===== config.mk =====
export PLATFORM = sky130hd
export DESIGN_NAME = rv32_id_alu_ctrl_flat
export DESIGN_NICKNAME = d
export VERILOG_FILES = /design/src/rtl/rv32_id_alu_ctrl_if.sv /design/src/rtl/rv32_id_alu_ctrl.sv /design/src/flat_wrapper.sv
export SDC_FILE = /design/constraint.sdc
export NUM_CORES = 1
export LEC_CHECK = 0
export CAP_MARGIN = 5
export CORE_UTILIZATION = 40
export CTS_CLUSTER_DIAMETER = 60
export DETAILED_ROUTE_END_ITERATION = 8
export GPL_TIMING_DRIVEN = 0
export PLACE_DENSITY = 0.79
export SLEW_MARGIN = 20
export SYNTH_ARGS = -nofsm -noshare
export SYNTH_HDL_FRONTEND = slang
export SYNTH_SLANG_ARGS = --single-unit

===== constraint.sdc =====
create_clock -name clk -period 4.5 [get_ports clk]
set_clock_uncertainty 0.05 [all_clocks]
set_input_delay 0.9 -clock clk [delete_from_list [all_inputs] [get_ports clk]]
set_output_delay 0.9 -clock clk [all_outputs]
set_load 0.01 [all_outputs]

===== src/rtl/rv32_id_alu_ctrl_if.sv =====
// IF/ID -> ID/EX handshake and decoded-payload bundle for the RV32I ALU control stage.
// slave is the decode stage's view; master is the surrounding pipeline's view.
interface rv32_id_alu_ctrl_if;
   logic        if_valid;
   logic [31:0] if_instr;
   logic [31:0] if_pc;
   logic        id_ready;
   logic        ex_ready;
   logic        flush;
   logic        ex_valid;
   logic [3:0]  ex_alu_opsel;
   logic [1:0]  ex_opa_sel;
   logic        ex_use_imm;
   logic [31:0] ex_imm;
   logic [4:0]  ex_rs1;
   logic [4:0]  ex_rs2;
   logic [4:0]  ex_rd;
   logic        ex_rd_we;
   logic        ex_illegal;
   logic [31:0] ex_pc;

   modport slave (
      input  if_valid, if_instr, if_pc, ex_ready, flush,
      output id_ready, ex_valid, ex_alu_opsel, ex_opa_sel, ex_use_imm, ex_imm,
             ex_rs1, ex_rs2, ex_rd, ex_rd_we, ex_illegal, ex_pc
   );

   modport master (
      output if_valid, if_instr, if_pc, ex_ready, flush,
      input  id_ready, ex_valid, ex_alu_opsel, ex_opa_sel, ex_use_imm, ex_imm,
             ex_rs1, ex_rs2, ex_rd, ex_rd_we, ex_illegal, ex_pc
   );
endinterface


===== src/rtl/rv32_id_alu_ctrl.sv =====
// Decodes RV32I OP / OP-IMM / LUI / AUIPC into ALU opcode, operand selects and immediate,
// and holds the result in the ID/EX register behind a valid/ready handshake with flush.
module rv32_id_alu_ctrl #(
   parameter int XLEN = 32
) (
   input logic            clk,
   input logic            rst,
   rv32_id_alu_ctrl_if.slave bus
);

   typedef enum logic [3:0] {
      ALU_ADD  = 4'd0,  ALU_SUB  = 4'd1,  ALU_AND  = 4'd2,  ALU_OR    = 4'd3,
      ALU_XOR  = 4'd4,  ALU_SLL  = 4'd5,  ALU_SRL  = 4'd6,  ALU_SRA   = 4'd7,
      ALU_ADDI = 4'd8,  ALU_ANDI = 4'd9,  ALU_ORI  = 4'd10, ALU_XORI  = 4'd11,
      ALU_SLT  = 4'd12, ALU_SLTU = 4'd13, ALU_SLTI = 4'd14, ALU_SLTIU = 4'd15
   } alu_op_e;

   typedef enum logic [1:0] {
      OPA_RS1  = 2'd0,
      OPA_PC   = 2'd1,
      OPA_ZERO = 2'd2
   } opa_sel_e;

   localparam logic [6:0] OPC_OP     = 7'h33;
   localparam logic [6:0] OPC_OP_IMM = 7'h13;
   localparam logic [6:0] OPC_LUI    = 7'h37;
   localparam logic [6:0] OPC_AUIPC  = 7'h17;

   logic [6:0]      opcode;
   logic [2:0]      funct3;
   logic [6:0]      funct7;
   alu_op_e         dec_opsel;
   opa_sel_e        dec_opa;
   logic            dec_use_imm;
   logic [XLEN-1:0] dec_imm;
   logic [4:0]      dec_rs1;
   logic [4:0]      dec_rs2;
   logic [4:0]      dec_rd;
   logic            dec_we;
   logic            dec_ill;

   assign opcode = bus.if_instr[6:0];
   assign funct3 = bus.if_instr[14:12];
   assign funct7 = bus.if_instr[31:25];

   always_comb begin
      dec_opsel   = ALU_ADD;
      dec_opa     = OPA_RS1;
      dec_use_imm = 1'b0;
      dec_imm     = '0;
      dec_rs1     = bus.if_instr[19:15];
      dec_rs2     = '0;
      dec_rd      = bus.if_instr[11:7];
      dec_ill     = 1'b0;
      dec_we      = 1'b0;
      case (opcode)
         OPC_OP: begin
            dec_rs2 = bus.if_instr[24:20];
            case (funct3)
               3'b000:  dec_opsel = funct7[5] ? ALU_SUB : ALU_ADD;
               3'b001:  dec_opsel = ALU_SLL;
               3'b010:  dec_opsel = ALU_SLT;
               3'b011:  dec_opsel = ALU_SLTU;
               3'b100:  dec_opsel = ALU_XOR;
               3'b101:  dec_opsel = funct7[5] ? ALU_SRA : ALU_SRL;
               3'b110:  dec_opsel = ALU_OR;
               default: dec_opsel = ALU_AND;
            endcase
            // Only ADD/SUB and SRL/SRA have a funct7=0x20 alternate form.
            if (!((funct7 == 7'h00) ||
                  ((funct7 == 7'h20) && ((funct3 == 3'b000) || (funct3 == 3'b101)))))
               dec_ill = 1'b1;
         end
         OPC_OP_IMM: begin
            dec_use_imm = 1'b1;
            dec_imm     = {{(XLEN-12){bus.if_instr[31]}}, bus.if_instr[31:20]};
            case (funct3)
               3'b000: dec_opsel = ALU_ADDI;
               3'b001: begin
                  dec_opsel = ALU_SLL;
                  dec_imm   = {{(XLEN-5){1'b0}}, bus.if_instr[24:20]};
                  dec_ill   = (funct7 != 7'h00);
               end
               3'b010: dec_opsel = ALU_SLTI;
               3'b011: dec_opsel = ALU_SLTIU;
               3'b100: dec_opsel = ALU_XORI;
               3'b101: begin
                  dec_opsel = funct7[5] ? ALU_SRA : ALU_SRL;
                  dec_imm   = {{(XLEN-5){1'b0}}, bus.if_instr[24:20]};
                  dec_ill   = (funct7 != 7'h00) && (funct7 != 7'h20);
               end
               3'b110:  dec_opsel = ALU_ORI;
               default: dec_opsel = ALU_ANDI;
            endcase
         end
         OPC_LUI, OPC_AUIPC: begin
            dec_opsel   = ALU_ADDI;
            dec_opa     = (opcode == OPC_LUI) ? OPA_ZERO : OPA_PC;
            dec_use_imm = 1'b1;
            dec_imm     = {bus.if_instr[31:12], 12'b0};
            dec_rs1     = '0;
         end
         default: dec_ill = 1'b1;
      endcase
      // Illegal encodings carry a neutral payload so nothing downstream reads stale operands.
      if (dec_ill) begin
         dec_opsel   = ALU_ADD;
         dec_opa     = OPA_RS1;
         dec_use_imm = 1'b0;
         dec_imm     = '0;
         dec_rs1     = '0;
         dec_rs2     = '0;
      end
      dec_we = !dec_ill && (dec_rd != 5'd0);
   end

   assign bus.id_ready = !bus.ex_valid || bus.ex_ready;

   // Flush beats load and stall; payload only moves when a real instruction is accepted.
   always_ff @(posedge clk) begin
      if (rst) begin
         bus.ex_valid     <= 1'b0;
         bus.ex_alu_opsel <= '0;
         bus.ex_opa_sel   <= '0;
         bus.ex_use_imm   <= 1'b0;
         bus.ex_imm       <= '0;
         bus.ex_rs1       <= '0;
         bus.ex_rs2       <= '0;
         bus.ex_rd        <= '0;
         bus.ex_rd_we     <= 1'b0;
         bus.ex_illegal   <= 1'b0;
         bus.ex_pc        <= '0;
      end else if (bus.flush) begin
         bus.ex_valid <= 1'b0;
      end else if (bus.id_ready) begin
         bus.ex_valid <= bus.if_valid;
         if (bus.if_valid) begin
            bus.ex_alu_opsel <= dec_opsel;
            bus.ex_opa_sel   <= dec_opa;
            bus.ex_use_imm   <= dec_use_imm;
            bus.ex_imm       <= dec_imm;
            bus.ex_rs1       <= dec_rs1;
            bus.ex_rs2       <= dec_rs2;
            bus.ex_rd        <= dec_rd;
            bus.ex_rd_we     <= dec_we;
            bus.ex_illegal   <= dec_ill;
            bus.ex_pc        <= bus.if_pc;
         end
      end
   end

endmodule

===== src/flat_wrapper.sv =====
// flat-port wrapper written by rule: the top's interface ports become plain ports
module rv32_id_alu_ctrl_flat 
#(
   parameter int XLEN = 32
)
  (clk, rst, bus_if_valid, bus_if_instr, bus_if_pc, bus_ex_ready, bus_flush, bus_id_ready, bus_ex_valid, bus_ex_alu_opsel, bus_ex_opa_sel, bus_ex_use_imm, bus_ex_imm, bus_ex_rs1, bus_ex_rs2, bus_ex_rd, bus_ex_rd_we, bus_ex_illegal, bus_ex_pc);
  rv32_id_alu_ctrl_if bus_i ();
  input logic clk;
  input logic rst;
  input wire logic [$bits(bus_i.if_valid)-1:0] bus_if_valid;
  input wire logic [$bits(bus_i.if_instr)-1:0] bus_if_instr;
  input wire logic [$bits(bus_i.if_pc)-1:0] bus_if_pc;
  input wire logic [$bits(bus_i.ex_ready)-1:0] bus_ex_ready;
  input wire logic [$bits(bus_i.flush)-1:0] bus_flush;
  output wire logic [$bits(bus_i.id_ready)-1:0] bus_id_ready;
  output wire logic [$bits(bus_i.ex_valid)-1:0] bus_ex_valid;
  output wire logic [$bits(bus_i.ex_alu_opsel)-1:0] bus_ex_alu_opsel;
  output wire logic [$bits(bus_i.ex_opa_sel)-1:0] bus_ex_opa_sel;
  output wire logic [$bits(bus_i.ex_use_imm)-1:0] bus_ex_use_imm;
  output wire logic [$bits(bus_i.ex_imm)-1:0] bus_ex_imm;
  output wire logic [$bits(bus_i.ex_rs1)-1:0] bus_ex_rs1;
  output wire logic [$bits(bus_i.ex_rs2)-1:0] bus_ex_rs2;
  output wire logic [$bits(bus_i.ex_rd)-1:0] bus_ex_rd;
  output wire logic [$bits(bus_i.ex_rd_we)-1:0] bus_ex_rd_we;
  output wire logic [$bits(bus_i.ex_illegal)-1:0] bus_ex_illegal;
  output wire logic [$bits(bus_i.ex_pc)-1:0] bus_ex_pc;
  assign bus_i.if_valid = bus_if_valid;
  assign bus_i.if_instr = bus_if_instr;
  assign bus_i.if_pc = bus_if_pc;
  assign bus_i.ex_ready = bus_ex_ready;
  assign bus_i.flush = bus_flush;
  assign bus_id_ready = bus_i.id_ready;
  assign bus_ex_valid = bus_i.ex_valid;
  assign bus_ex_alu_opsel = bus_i.ex_alu_opsel;
  assign bus_ex_opa_sel = bus_i.ex_opa_sel;
  assign bus_ex_use_imm = bus_i.ex_use_imm;
  assign bus_ex_imm = bus_i.ex_imm;
  assign bus_ex_rs1 = bus_i.ex_rs1;
  assign bus_ex_rs2 = bus_i.ex_rs2;
  assign bus_ex_rd = bus_i.ex_rd;
  assign bus_ex_rd_we = bus_i.ex_rd_we;
  assign bus_ex_illegal = bus_i.ex_illegal;
  assign bus_ex_pc = bus_i.ex_pc;
  rv32_id_alu_ctrl #(.XLEN(XLEN)) u_core (.clk(clk), .rst(rst), .bus(bus_i));
endmodule

==> impl_results.md <==
* Post-synth top flop: dfxtp_1
* Net switching power at 0.369 mW
* Crit end category: primary output
* Leak at 1.92 nW
* Die Span Y at 92.9 um
* Worst-path clk slew at 0.08 ns
* I/O Buffers at 155
* Gr usage total at 21.9%
* Worst VDD drop at 0.215 mV
* Most numerous cell in the Yosys netlist: dfxtp_1
* Die Width at 92.9 um
* TNS Setup at 0 ns
* Worst skew pair latency at 0.34 ns
* Internal power at 1.25 mW
* Clock Path Buffers at 2
* Final hold violations at 0
* Fill cells at 681
* HP Class: register to register
* Total Die Area at 8630 um2
* Pin count of the biggest net entering global routing at 15
* Synth top cells by count: 89 x dfxtp_1, 84 x nand2_1, 41 x a21oi_1
* Post-synth EDFFs at 0
* Synth area leaders: dfxtp_1 54%, nand2_1 9.5%, a21oi_1 6.2%
* H-Tree Depth at 3
* Ant diodes at 0
* Final setup fails at 0
* Mean Syn Cell Area at 9.66 um2
* Number of global-route vias before repair at 3,025
* Row count at 32
* Setup Fix Bufs, Post-CTS at 0
* DRT Pass-1 Iters at 4
* Register area share after synthesis at 53.9%
* Pwr per Cell Area at 311 nW/um2
* Combinational power share at 12.0%
* Max incr delay on CP at 0.55 ns
* Worst slew pin tran at 0.507 ns
* Setup crit start kind: primary input
* Routed len/inst at 14.9 um
* Core Region at 7850 um2
* Crit path max-delay cell type: clkdlybuf4s50_1
* Yosys warning count at 0
* Yosys cell types at 43
* Residual DRC at 0
* Post-route ant nets at 0
* Critical-path maximum fanout at 3
* RSZ-0062 raised after global routing: no
* Worst Path Arrival at 2.06 ns
* Slew headroom at 65.9%
* Post-synth top area cell: dfxtp_1
* Detailed Route WL at 9.13 mm
* Mapped Area at 3300 um2
* Gate count after technology mapping at 342
* Final GP Congestion at 0.807
* TritonCTS clock tree: done
* I/O pins at 159
* Synth Register Bits at 89
* Syn nets at 411
* CP cell instances: clkdlybuf4s50_1 -> nor2b_4 -> inv_2 -> clkdlybuf4s50_1
* Vias after detailed routing at 3,122
* Critical path type: primary input to primary output
* Layout cells sized above 1 at 8.01%
* Nets at 577
* Worst setup margin at 1.49 ns
* Clock share of power at 37.9%
* Post-synthesis async set-or-reset flop share at 0%
* Initial antenna violation count at 0
* Final period util at 67.0%
* Max-Cap Viols at 0
* Switching share of total power at 22.8%
* GR Overflow Total at 0
* DP Wirelength at 6.99 mm
* Layout area overhead at 57.7%
* CTS Root Cell: clkbuf_8
* DR iter-0 viols at 102
* Max Fclk at 332 MHz
* Post-cts sizing count at 0
* Post-place setup slack at 1.49 ns
* Worst endpoint required time at 3.55 ns
* First-pass GRT wire length at 14.8 mm
* Hold_buf cts at 0
* Seq pwr share at 50.2%
* Final Max Slew Viols at 0
* Hold WS at 0.402 ns
* Cts bufs inserted at 9
* Drt via density at 5.08
* Final min period at 3.01 ns
* Crit path top cell by count: clkdlybuf4s50_1
* Status: completed
* Post-synth top area share at 53.9%
* Sink Count at 89
* Initial Utilization at 42.1%
final timing paths:
check / startpoint / end / slack [ns] / depth (start not counted)
min reg2reg: u_core.bus.ex_rs2[0] / u_core.bus.ex_rs2[0] / 0.40 / 2
max reg2reg: u_core.bus.ex_valid / u_core.bus.ex_pc[26] / 2.59 / 7
min: u_core.bus.ex_rs2[0] / u_core.bus.ex_rs2[0] / 0.40 / 2
max: bus_ex_ready / bus_id_ready / 1.49 / 4
area by class of cell:
class                           instances  area (um2)  area share (%)
Buffer                                 26         146            2.81
Clock buffer                           11         151            2.91
Clock inverter                          4        76.3            1.46
Inverter                                7        26.3           0.504
Multi-Input combinational cell        220        1350            25.9
Sequential cell                        89        1780            34.2
Tap cell                              102         128            2.45
Timing Repair Buffer                  155        1550            29.8
worst max-delay path, delay by kind of cell:
kind / cells / cell delay [ns]
AND/OR/NAND/NOR: 1 / 0.06
buffers and inverters: 3 / 1.11
cells by family after synthesis:
family / synth area share [%]
AOI/OAI and AO/OA: 22.8
buffers and inverters: 5.23
DFF: 53.9
muxes: 0.303
and+or+nand+nor: 17.8
per-stage QoR:
step           utilization, %  std cells  cell area, um2  power (mW)
2_1_floorplan               -        342            3300       0.906
3_3_place_gp             63.5        599            4980        1.02
3_5_place_dp             63.5        599            4980        1.03
4_1_cts                  66.4        614            5210        1.64
5_1_grt                  66.4        614            5210        1.69
6_report                 66.4        614            5210        1.62
flip-flops by register name, indices dropped and copies added (netlist names):
register                 flops
u_core.bus.ex_imm           32
u_core.bus.ex_pc            32
u_core.bus.ex_rd             5
u_core.bus.ex_rs1            5
u_core.bus.ex_rs2            5
u_core.bus.ex_alu_opsel      4
u_core.bus.ex_opa_sel        2
u_core.bus.ex_illegal        1
u_core.bus.ex_rd_we          1
u_core.bus.ex_use_imm        1
u_core.bus.ex_valid          1
power groups by stage:
stage	Sequential [mW]	Combinational, mW	Clock (mW)
after floorplan	0.839	0.0671	0
after global placement	0.830	0.191	0
after detailed placement	0.831	0.194	0
after CTS	0.813	0.195	0.627
after global routing	0.815	0.211	0.664
final	0.812	0.194	0.613
placed cells by master, fill, tap and decap left out, drive strengths merged, types with 2 or more instances in the layout:
cell type,count
clkdlybuf4s50,155
dfxtp,89
nand2,84
a21oi,41
clkbuf,25
a22o,21
a221o,20
o21ai,13
buf,12
inv,7
nor2,6
nor2b,4
nor3,4
o211ai,3
nand4,2
nor4,2
a311oi,2
bufinv,2
and2,2
or3,2
or4,2
routing by layer:
layer  vias up  wire, um  global-route usage, %
li1       1549         -                      -
met1      1439      3940                   27.2
met2       123      4300                   35.5
met3        11       754                   7.14
met4         0       144                   7.56
met5         -         0                      0
No activity file was read; power rests on OpenSTA's default activity.
